## src/rtl/am9513_pkg.sv

```systemverilog
// Am9513 CSR bank shared definitions: MODE limit, CTRL/STATUS bit positions, FSM states.
package am9513_pkg;

  localparam logic [7:0] MODE_MAX_DEFAULT = 8'h03;

  localparam int CTRL_ENABLE_BIT     = 0;
  localparam int CTRL_SOFT_RESET_BIT = 1;
  localparam int STATUS_ENABLE_BIT   = 0;
  localparam int STATUS_BUSY_BIT     = 1;

  typedef enum logic [1:0] {
    IDLE,
    WAIT,
    RESP
  } csr_state_e;

  function automatic logic [31:0] mergeBytes(input logic [31:0] oldVal,
                                             input logic [31:0] newVal,
                                             input logic [3:0]  strb);
    logic [31:0] merged;
    merged = oldVal;
    for (int b = 0; b < 4; b++) begin
      if (strb[b]) merged[8*b +: 8] = newVal[8*b +: 8];
    end
    return merged;
  endfunction

endpackage

```

## src/rtl/carbon_arch_pkg.sv

```systemverilog
// Carbon SoC architectural constants: CSR address map for the Am9513 register bank.
package carbon_arch_pkg;

  localparam logic [31:0] CARBON_CSR_AM9513_CTRL           = 32'h0000_4000;
  localparam logic [31:0] CARBON_CSR_AM9513_STATUS         = 32'h0000_4004;
  localparam logic [31:0] CARBON_CSR_AM9513_MODE           = 32'h0000_4008;
  localparam logic [31:0] CARBON_CSR_AM9513_COMP_BASE_LO   = 32'h0000_400C;
  localparam logic [31:0] CARBON_CSR_AM9513_COMP_BASE_HI   = 32'h0000_4010;
  localparam logic [31:0] CARBON_CSR_AM9513_COMP_RING_MASK = 32'h0000_4014;
  localparam logic [31:0] CARBON_CSR_AM9513_CAI_IRQ_ENABLE = 32'h0000_4018;

endpackage

```

## src/rtl/am9513_csr_regfile.sv

```systemverilog
// Am9513 CSR storage: per-register write enables with byte-lane merge and a bulk soft clear.
module am9513_csr_regfile
  import am9513_pkg::*;
(
  input  logic        clk,
  input  logic        rst_n,
  input  logic [31:0] i_wdata,
  input  logic [3:0]  i_wstrb,
  input  logic        i_we_ctrl,
  input  logic        i_we_mode,
  input  logic        i_we_comp_lo,
  input  logic        i_we_comp_hi,
  input  logic        i_we_ring_mask,
  input  logic        i_we_irq_enable,
  input  logic        i_soft_clear,
  output logic        o_enable,
  output logic [7:0]  o_mode,
  output logic [31:0] o_comp_lo,
  output logic [31:0] o_comp_hi,
  output logic [31:0] o_ring_mask,
  output logic [31:0] o_irq_enable
);

  logic        r_enable;
  logic [7:0]  r_mode;
  logic [31:0] r_comp_lo;
  logic [31:0] r_comp_hi;
  logic [31:0] r_ring_mask;
  logic [31:0] r_irq_enable;

  // Soft clear wins over the write that requested it, so CTRL[0] ends up 0 whatever wdata[0] was.
  always_ff @(posedge clk or negedge rst_n) begin
    if (!rst_n) begin
      r_enable     <= 1'b0;
      r_mode       <= '0;
      r_comp_lo    <= '0;
      r_comp_hi    <= '0;
      r_ring_mask  <= '0;
      r_irq_enable <= '0;
    end else if (i_soft_clear) begin
      r_enable     <= 1'b0;
      r_mode       <= '0;
      r_comp_lo    <= '0;
      r_comp_hi    <= '0;
      r_ring_mask  <= '0;
      r_irq_enable <= '0;
    end else begin
      if (i_we_ctrl && i_wstrb[0]) r_enable <= i_wdata[CTRL_ENABLE_BIT];
      if (i_we_mode && i_wstrb[0]) r_mode <= i_wdata[7:0];
      if (i_we_comp_lo)    r_comp_lo    <= mergeBytes(r_comp_lo, i_wdata, i_wstrb);
      if (i_we_comp_hi)    r_comp_hi    <= mergeBytes(r_comp_hi, i_wdata, i_wstrb);
      if (i_we_ring_mask)  r_ring_mask  <= mergeBytes(r_ring_mask, i_wdata, i_wstrb);
      if (i_we_irq_enable) r_irq_enable <= mergeBytes(r_irq_enable, i_wdata, i_wstrb);
    end
  end

  assign o_enable     = r_enable;
  assign o_mode       = r_mode;
  assign o_comp_lo    = r_comp_lo;
  assign o_comp_hi    = r_comp_hi;
  assign o_ring_mask  = r_ring_mask;
  assign o_irq_enable = r_irq_enable;

endmodule

```

## src/rtl/am9513_csr_target.sv

```systemverilog
// Am9513 CSR target: accepts one request at a time, checks privilege/address/legality,
// updates the register file and returns a single response after RESP_LATENCY wait cycles.
module am9513_csr_target
  import am9513_pkg::*;
  import carbon_arch_pkg::*;
#(
  parameter int unsigned RESP_LATENCY = 1,
  parameter logic [1:0]  MIN_PRIV     = 2'd1,
  parameter logic [7:0]  MODE_MAX     = MODE_MAX_DEFAULT
) (
  input  logic        clk,
  input  logic        rst_n,
  input  logic        i_req_valid,
  output logic        o_req_ready,
  input  logic        i_req_write,
  input  logic [31:0] i_req_addr,
  input  logic [31:0] i_req_wdata,
  input  logic [3:0]  i_req_wstrb,
  input  logic [1:0]  i_req_priv,
  output logic        o_rsp_valid,
  input  logic        i_rsp_ready,
  output logic [31:0] o_rsp_rdata,
  output logic        o_rsp_fault,
  input  logic        i_core_busy,
  output logic        o_cfg_enable,
  output logic [7:0]  o_cfg_mode,
  output logic [63:0] o_cfg_comp_base,
  output logic [31:0] o_cfg_ring_mask,
  output logic [31:0] o_cfg_irq_enable,
  output logic        o_cfg_soft_reset
);

  localparam logic [3:0] WAIT_LOAD = (RESP_LATENCY > 0) ? 4'(RESP_LATENCY - 1) : 4'd0;

  csr_state_e  r_state, w_state_next;
  logic [3:0]  r_wait_cnt, w_wait_cnt_next;
  logic [31:0] r_rsp_rdata;
  logic        r_rsp_fault;
  logic        r_soft_reset;

  logic        w_hit_ctrl, w_hit_status, w_hit_mode, w_hit_lo, w_hit_hi, w_hit_mask, w_hit_irq;
  logic        w_mapped, w_fault, w_accept, w_wr_ok, w_soft_clear;
  logic [31:0] w_rdata;
  logic        w_enable;
  logic [7:0]  w_mode;
  logic [31:0] w_comp_lo, w_comp_hi, w_ring_mask, w_irq_enable;

  assign w_hit_ctrl   = (i_req_addr == CARBON_CSR_AM9513_CTRL);
  assign w_hit_status = (i_req_addr == CARBON_CSR_AM9513_STATUS);
  assign w_hit_mode   = (i_req_addr == CARBON_CSR_AM9513_MODE);
  assign w_hit_lo     = (i_req_addr == CARBON_CSR_AM9513_COMP_BASE_LO);
  assign w_hit_hi     = (i_req_addr == CARBON_CSR_AM9513_COMP_BASE_HI);
  assign w_hit_mask   = (i_req_addr == CARBON_CSR_AM9513_COMP_RING_MASK);
  assign w_hit_irq    = (i_req_addr == CARBON_CSR_AM9513_CAI_IRQ_ENABLE);
  assign w_mapped     = w_hit_ctrl | w_hit_status | w_hit_mode | w_hit_lo |
                        w_hit_hi | w_hit_mask | w_hit_irq;

  // Checks in priority order; any fault suppresses every state change.
  always_comb begin
    w_fault = 1'b0;
    if (i_req_priv < MIN_PRIV)                 w_fault = 1'b1;
    else if (!w_mapped)                        w_fault = 1'b1;
    else if (i_req_write && w_hit_status)      w_fault = 1'b1;
    else if (i_req_write && w_hit_mode && i_req_wstrb[0] &&
             (i_req_wdata[7:0] > MODE_MAX))    w_fault = 1'b1;
  end

  always_comb begin
    w_rdata = '0;
    if (w_hit_ctrl)   w_rdata[CTRL_ENABLE_BIT] = w_enable;
    if (w_hit_status) begin
      w_rdata[STATUS_ENABLE_BIT] = w_enable;
      w_rdata[STATUS_BUSY_BIT]   = i_core_busy;
    end
    if (w_hit_mode)   w_rdata[7:0] = w_mode;
    if (w_hit_lo)     w_rdata = w_comp_lo;
    if (w_hit_hi)     w_rdata = w_comp_hi;
    if (w_hit_mask)   w_rdata = w_ring_mask;
    if (w_hit_irq)    w_rdata = w_irq_enable;
  end

  assign w_accept     = (r_state == IDLE) && i_req_valid;
  assign w_wr_ok      = w_accept && i_req_write && !w_fault;
  assign w_soft_clear = w_wr_ok && w_hit_ctrl && i_req_wstrb[0] &&
                        i_req_wdata[CTRL_SOFT_RESET_BIT];

  always_comb begin
    w_state_next    = r_state;
    w_wait_cnt_next = r_wait_cnt;
    case (r_state)
      IDLE: begin
        if (i_req_valid) begin
          if (RESP_LATENCY > 0) begin
            w_state_next    = WAIT;
            w_wait_cnt_next = WAIT_LOAD;
          end else begin
            w_state_next = RESP;
          end
        end
      end
      WAIT: begin
        if (r_wait_cnt == 4'd0) w_state_next = RESP;
        else                    w_wait_cnt_next = r_wait_cnt - 4'd1;
      end
      RESP: begin
        if (i_rsp_ready) w_state_next = IDLE;
      end
      default: w_state_next = IDLE;
    endcase
  end

  // Response payload is frozen at the accept edge and held until the next accept.
  always_ff @(posedge clk or negedge rst_n) begin
    if (!rst_n) begin
      r_state      <= IDLE;
      r_wait_cnt   <= '0;
      r_rsp_rdata  <= '0;
      r_rsp_fault  <= 1'b0;
      r_soft_reset <= 1'b0;
    end else begin
      r_state      <= w_state_next;
      r_wait_cnt   <= w_wait_cnt_next;
      r_soft_reset <= w_soft_clear;
      if (w_accept) begin
        r_rsp_rdata <= (i_req_write || w_fault) ? 32'd0 : w_rdata;
        r_rsp_fault <= w_fault;
      end
    end
  end

  am9513_csr_regfile u_regfile (
    .clk             (clk),
    .rst_n           (rst_n),
    .i_wdata         (i_req_wdata),
    .i_wstrb         (i_req_wstrb),
    .i_we_ctrl       (w_wr_ok && w_hit_ctrl),
    .i_we_mode       (w_wr_ok && w_hit_mode),
    .i_we_comp_lo    (w_wr_ok && w_hit_lo),
    .i_we_comp_hi    (w_wr_ok && w_hit_hi),
    .i_we_ring_mask  (w_wr_ok && w_hit_mask),
    .i_we_irq_enable (w_wr_ok && w_hit_irq),
    .i_soft_clear    (w_soft_clear),
    .o_enable        (w_enable),
    .o_mode          (w_mode),
    .o_comp_lo       (w_comp_lo),
    .o_comp_hi       (w_comp_hi),
    .o_ring_mask     (w_ring_mask),
    .o_irq_enable    (w_irq_enable)
  );

  assign o_req_ready      = (r_state == IDLE);
  assign o_rsp_valid      = (r_state == RESP);
  assign o_rsp_rdata      = r_rsp_rdata;
  assign o_rsp_fault      = r_rsp_fault;
  assign o_cfg_enable     = w_enable;
  assign o_cfg_mode       = w_mode;
  assign o_cfg_comp_base  = {w_comp_hi, w_comp_lo};
  assign o_cfg_ring_mask  = w_ring_mask;
  assign o_cfg_irq_enable = w_irq_enable;
  assign o_cfg_soft_reset = r_soft_reset;

endmodule

```

## config.mk

```make
export PLATFORM = sky130hd
export DESIGN_NAME = am9513_csr_target
export DESIGN_NICKNAME = d
export VERILOG_FILES = /design/src/rtl/am9513_pkg.sv /design/src/rtl/carbon_arch_pkg.sv /design/src/rtl/am9513_csr_regfile.sv /design/src/rtl/am9513_csr_target.sv
export SDC_FILE = /design/constraint.sdc
export NUM_CORES = 1
export LEC_CHECK = 0
export CAP_MARGIN = 25
export CORE_UTILIZATION = 30
export DETAILED_ROUTE_END_ITERATION = 12
export DONT_BUFFER_PORTS = 1
export GPL_ROUTABILITY_DRIVEN = 0
export GPL_TIMING_DRIVEN = 0
export PLACE_DENSITY = 0.49
export SYNTH_ARGS = -nofsm -noshare
export SYNTH_HDL_FRONTEND = slang
export SYNTH_SLANG_ARGS = --single-unit
```

## constraint.sdc

```tcl
create_clock -name clk -period 7.7 [get_ports clk]
set_clock_uncertainty 0.2 [all_clocks]
set_input_delay 1.155 -clock clk [delete_from_list [all_inputs] [get_ports clk]]
set_output_delay 1.155 -clock clk [all_outputs]
set_load 0.01 [all_outputs]
```

# Word-level counts from Yosys, hierarchy flattened

Index checks and enable logic that the tools add are counted.

Input bits: 76
Bits in registers: 177
Word-level logic and storage cells: 129

Add/sub/neg operators: 1
Bitwise gates (word level): 6
Eq/ne operators: 13
Muxes and demuxes: 35
Magnitude comparators: 2
Reductions and logical operators: 49

Operator list:

| cell                 | count |
|---|---|
| $mux 32              | 13 |
| $eq 32x15->1 const B | 7 |
| $mux 8               | 7 |
| $reduce_and 2->1     | 16 |
| $reduce_bool 2->1    | 11 |
| $logic_and 1x1->1    | 16 |
| $gt 8x2->1 const B   | 1 |
| $mux 2               | 4 |
| $mux 4               | 2 |
| $pmux 4 s2           | 1 |
| $mux 1               | 7 |
| $ne 2x2->1 const B   | 3 |
| $or 1x1->1           | 6 |
| $pmux 2 s3           | 1 |
| $reduce_and 3->1     | 2 |
| $logic_not 4->1      | 1 |
| $sub 4x1->4 const B  | 1 |
| $eq 2x1->1 const B   | 1 |
| $eq 2x2->1 const B   | 1 |
| $logic_not 2->1      | 1 |
| $lt 2x1->1 const B   | 1 |
| $ne 2x1->1 const B   | 1 |
| $logic_not 1->1      | 1 |
| $logic_or 1x1->1     | 1 |

# Depth between registers and ports, before layout

Gate-level depths: netlist of run 1.

Word-level depth: 16
Depth in mapped cells: 7

# Hierarchy

From an unflattened synthesis of run 1, not the netlist that was laid out.

Cell total of the unflattened synthesis: 864
Area total of the unflattened synthesis: 9391.5 µm²

By module, submodules not included:

| module             | seq. area each (µm²) | area each (µm²) | times used | cells an instance |
|---|---|---|---|---|
| am9513_csr_regfile | 3428.3               | 6060.8          | 1          | 488 |
| am9513_csr_target  | 1001.0               | 3330.7          | 1          | 376 |

# Worst setup path after synthesis of run 1

Ideal clock, no wire load.

Path kind: input port to flip-flop
From: in i_req_addr[6]
To: reg u_regfile.r_mode[1], in the netlist u_regfile.o_mode[1]
Required time: 7.375 ns
Stages: 6
Data arrival time: 3.019 ns
Setup time: 0.125 ns
Setup slack: 4.356 ns
Path through: nor4_1 > nand4_1 > or3_1 > buf_2 > or4_4 > mux2_4

Longest elaborated chain between the ends: 15

Ends and longest elaborated chain:

| what                                               | line                                             | RTL |
|---|---|---|
| start: declaration                                 | am9513_csr_target.sv:16                          | `input logic [31:0] i_req_addr,` |
| $eq 32x15->1 (on tied branches)                    | am9513_csr_target.sv:48, am9513_csr_target.sv:49 |  |
| $or 1x1->1 (4 in a row)                            | am9513_csr_target.sv:55                          | `assign w_mapped = w_hit_ctrl \| w_hit_status \| w_hit_mode \| w_hit_lo \|` |
| $or 1x1->1 (2 in a row)                            | am9513_csr_target.sv:56                          | `w_hit_hi \| w_hit_mask \| w_hit_irq;` |
| $mux 1                                             | am9513_csr_target.sv:62                          | `else if (!w_mapped) w_fault = 1'b1;` |
| $mux 1                                             | am9513_csr_target.sv:61                          | `if (i_req_priv < MIN_PRIV) w_fault = 1'b1;` |
| $logic_not 1->1                                    | am9513_csr_target.sv:83                          | `assign w_wr_ok = w_accept && i_req_write && !w_fault;` |
| $logic_and 1x1->1                                  | am9513_csr_target.sv:83                          |  |
| $logic_and 1x1->1 (3 in a row)                     | am9513_csr_target.sv:84                          | `assign w_soft_clear = w_wr_ok && w_hit_ctrl && i_req_wstrb[0] &&` |
| $mux 8 / $reduce_bool 2->1 (equally long branches) | -                                                |  |
| end signal: assignment                             | am9513_csr_regfile.sv:49                         | `if (i_we_mode && i_wstrb[0]) r_mode <= i_wdata[7:0];` |
| end: declaration                                   | am9513_csr_regfile.sv:25                         | `logic [7:0] r_mode;` |

Several ways; a longest one is shown, not always the timed one.
A chain may end at the register's enable or synchronous reset.

# Final worst setup path of run 1

From: in i_req_addr[3]
To: reg u_regfile.r_irq_enable[14], in the netlist u_regfile.o_irq_enable[14]

Longest elaborated chain between the ends: 16

Ends and longest elaborated chain:

| what                               | line                                             | RTL |
|---|---|---|
| $eq 32x15->1 (on tied branches)    | am9513_csr_target.sv:48, am9513_csr_target.sv:49 |  |
| $or 1x1->1 (4 in a row)            | am9513_csr_target.sv:55                          |  |
| $or 1x1->1 (2 in a row)            | am9513_csr_target.sv:56                          |  |
| $mux 1                             | am9513_csr_target.sv:62                          |  |
| $mux 1                             | am9513_csr_target.sv:61                          |  |
| $logic_not 1->1                    | am9513_csr_target.sv:83                          |  |
| $logic_and 1x1->1                  | am9513_csr_target.sv:83                          |  |
| $logic_and 1x1->1 (3 in a row)     | am9513_csr_target.sv:84                          |  |
| $reduce_bool 2->1 (no source line) | -                                                |  |
| $reduce_and 2->1 (no source line)  | -                                                |  |
| end signal: assignment             | am9513_csr_regfile.sv:53                         | `if (i_we_irq_enable) r_irq_enable <= mergeBytes(r_irq_enable, i_wdata, i_wstrb);` |
| end: declaration                   | am9513_csr_regfile.sv:29                         | `logic [31:0] r_irq_enable;` |

Several ways; a longest one is shown, not always the timed one.

==> qor.csv, run 1 <==
stage;metric;value;unit
status;status;finished, final reports clean;
cts;CTS Buf Count;17;
routing;DR DRC count;0;
synthesis;Synth Flop Type;dfrtp_1;
layout;commonest non-fill, non-tap cell in the layout;dfrtp_1;
timing;fin crit period;3710;ps
power;Clk pwr share;0.443;
cts;# Post-CTS Setup Buffers;0;
routing;mean routed wirelength per cell;26.3;um
synthesis;sequential fraction of the synthesis area;0.555;
timing;Slew Limit Fails;0;
power;Internal;1480;uW
synthesis;Syn Nets;763;
setup_path;crit path launch type;input pin;
power;Peak VDD IR;0.113;mV
routing;vias per inst;5.86;
layout;most frequent cells in the layout;177 x dfrtp_1, 120 x a22o_1, 73 x o21ai_0, 72 x nand2_1, 30 x clkbuf_1;
routing;DRT iter0 DRCs;582;
cts;# hold bufs at CTS;0;
timing;Final Hold Vio Count;0;
timing;Slew Limit Headroom;0.293;
routing;Post-Route WL;27.7;mm
cts;clock transition at the registers of the reported paths;70;ps
routing;DRT antenna net count;0;
timing;period utilisation layout;0.482;
timing;worst hold slack;224;ps
cts;Clk Latency, worst-skew pair;430;ps
cts;CTS tree;built;
floorplan;Die Height;165;um
floorplan;die width;165;um
cts;clk sinks;177;
cts;clock buffer depth;2;
layout;register area;0.00443;mm^2
synthesis;cell count after synthesis;685;
floorplan;Die ar.;0.0272;mm^2
timing;Max Clk Rate;269;MHz
synthesis;number of synthesized flops with an enable pin;0;
layout;area occupied by multi-input gates;0.00336;mm^2
grt;total grt overflow;0;
power;combinational power share;0.076;
timing;# setup viols final;0;
power;Sw Share;0.251;
floorplan;placement row count;59;
setup_path;critical path class;in -> reg;
synthesis;Mapped Area;0.00797;mm^2
synthesis;Yosys warnings;0;
timing;setup TNS;0;ps
setup_path;RR Startpoint;r_state[0]$_DFFE_PN0P_;
synthesis;top cells by area, synth;dfrtp_1 56%, a22o_1 13%, o21ai_0 4.6%;
setup_path;R2R setup slack;4680;ps
layout;Antenna Cells;0;
setup_path;CP Max Fanout;10;
setup_path;CP cell instances;clkbuf_1 -> clkbuf_1 -> nand2_1 -> o21ai_0 -> nand3_1 -> a22o_1;
floorplan;Starting Density;0.306;
layout;number of fill cells in the layout;2574;
synthesis;cell taking the most area after synthesis;dfrtp_1;
routing;1st-pass router iterations;4;
timing;RSZ-0062 raised after global routing;false;
floorplan;Core Area;0.0261;mm^2
setup_path;critical path required time;7810;ps
grt;global-route wire length before repair;40.7;mm
layout;share of cells above drive strength 1;0.0948;
cts;CTS resizes;0;
power;Pleak;0.00393;uW
synthesis;Yosys reg bits;177;
setup_path;worst reg-to-reg path cell count;6;
setup_path;critical path arrival;3820;ps
synthesis;Mean Syn Cell Area;11.6;um^2
grt;antenna violations before repair;0;
synthesis;Netlist cell types;53;
power;sequential share of power;0.482;
layout;P&R area growth vs syn;12.6;%
setup_path;Crit path top cell by count;clkbuf_1;
setup_path;Crit path largest cell delay;560;ps
grt;vias in the first global route;6226;
job;number of max-cap violations;0;
worst_hold_path;Hold Crit Class;in -> async;
floorplan;# IOs;249;
routing;via count;6167;
cts;htree depth;4;
place;Post-DP HPWL;20.4;mm
cts;Root Buffer Master;clkbuf_16;
timing;worst-margin pin slew;1060;ps
layout;cell area after layout;0.00898;mm^2
place;placed cell areas;0.00839;mm^2
setup_path;worst r2r dst;u_regfile.o_irq_enable[14]$_DFFE_PN0P_;
place;port bufs;0;
synthesis;top-area cell type share of the netlist area;0.555;
synthesis;ys async rst share;1.00;
setup_path;CP Capture Type;flip-flop;
setup_path;Slowest-stage cell, CP;nand2_1;
grt;largest net degree at the start of global routing;178;
layout;Layout Nets;782;
power;Switch Pwr;497;uW
power;Power per Cell Area;221;mW/mm^2
grt;Global Route Usage Sum;0.205;
stage by stage:
step | setup WS (ps) | cells | total power, uW | util
after floorplan | 4360 | 685 | 1080 | -
after global placement | 3780 | 1020 | 1120 | 0.322
after detailed placement | 3650 | 1020 | 1120 | 0.322
after CTS | 4100 | 1052 | 2000 | 0.344
after global routing | 3930 | 1052 | 2060 | 0.344
final | 3990 | 1052 | 1980 | 0.344
worst max-delay path by stage:
stage	start	to	slack, ps	cells after the start
floorplan	i_req_addr[6]	u_regfile.o_mode[1]$_DFFE_PN0P_	4360	6
global placement	i_req_addr[3]	o_rsp_rdata[21]$_DFFE_PN0P_	3780	7
detailed placement	i_req_addr[3]	u_regfile.o_irq_enable[14]$_DFFE_PN0P_	3650	6
CTS	i_req_addr[3]	u_regfile.o_irq_enable[14]$_DFFE_PN0P_	4100	6
global route	i_req_addr[3]	u_regfile.o_irq_enable[14]$_DFFE_PN0P_	3930	6
finish	i_req_addr[3]	u_regfile.o_irq_enable[14]$_DFFE_PN0P_	3990	6
final cells by class:
cell class	count	area share
clock inverters	10	0.0144
clock buffers	22	0.0506
inverters	10	0.00418
plain buffers	35	0.0159
well taps	335	0.0467
multi-input cells	463	0.375
flip-flops and latches	177	0.493
logic make-up (layout without fill, tap and decap cells):
group | Yosys count | in the layout | synth area share
buffers and inverters | 45 | 77 | 0.0226
AOI/OAI and AO/OA | 261 | 261 | 0.243
DFF | 177 | 177 | 0.555
and+or+nand+nor | 169 | 169 | 0.135
adders and majority gates | 2 | 2 | 0.00314
xor gates and xnor gates | 2 | 2 | 0.00220
muxes | 29 | 29 | 0.0380
per-layer routing:
| metal | vias up | part of all wire | global-route usage |
|---|---|---|---|
| met5 | - | 0 | 0 |
| met4 | 0 | 0.026 | 0.0838 |
| met3 | 42 | 0.095 | 0.0733 |
| met2 | 311 | 0.48 | 0.323 |
| met1 | 3140 | 0.40 | 0.252 |
| li1 | 2674 | - | - |
power groups by stage:
stage | clock [uW] | sequential, uW | combinational, uW
after detailed placement | 0 | 972 | 149
final | 876 | 954 | 150
after CTS | 893 | 954 | 150
after global placement | 0 | 971 | 146
after global routing | 938 | 956 | 166
after floorplan | 0 | 969 | 110
synth_stat cells (3+ instances only):
| library cell | instances |
|---|---|
| dfrtp_1 | 177 |
| a22o_1 | 120 |
| o21ai_0 | 73 |
| nand2_1 | 72 |
| clkbuf_1 | 26 |
| mux2i_1 | 22 |
| a22oi_1 | 21 |
| nand3_1 | 21 |
| nor2_1 | 16 |
| o22ai_1 | 11 |
| inv_1 | 10 |
| a21oi_1 | 8 |
| nor4_4 | 8 |
| a221o_1 | 7 |
| nor2b_1 | 7 |
| a221oi_1 | 6 |
| and2_1 | 6 |
| nor4_1 | 6 |
| buf_1 | 5 |
| o2bb2ai_1 | 5 |
| mux2_1 | 4 |
| nor2_4 | 4 |
| nor3_4 | 4 |
| nor4_2 | 4 |
| a32o_1 | 3 |
| buf_2 | 3 |
| nand3_2 | 3 |
| or4_4 | 3 |
state kept, by name, indices dropped and copies added, names as in the netlist:
signal                  count
u_regfile.o_comp_lo        32
o_cfg_soft_reset            1
u_regfile.o_enable          1
u_regfile.o_comp_hi        32
o_rsp_rdata                32
r_state                     2
u_regfile.o_mode            8
u_regfile.o_irq_enable     32
o_rsp_fault                 1
r_wait_cnt                  4
u_regfile.o_ring_mask      32
critical path, delay by kind of cell:
family	cells	cell delay, ps
AND/OR/NAND/NOR	2	990
buffers and inverters	2	910
AO/OA/AOI/OAI	2	750
Note: power is estimated with default switching activity, not from simulation.
==> run 2, diff against run 1 <==
Clock period 7.7 ns to 3.8 ns, I/O delays scaled along.
==> results of run 2 <==
Same layout as run 1 (identical final DEF). Status: complete, but fails checks: hold timing.
Main changes from that run: setup slack after placement 3650 ps -> 331 ps; setup slack after layout 3990 ps -> 673 ps; hold slack 224 ps -> -361 ps; number of hold violations in the final report 0 -> 177; register-to-register setup slack 4680 ps -> 780 ps; total power 1980 uW -> 4010 uW; worst IR drop on VDD 0.113 mV -> 0.228 mV
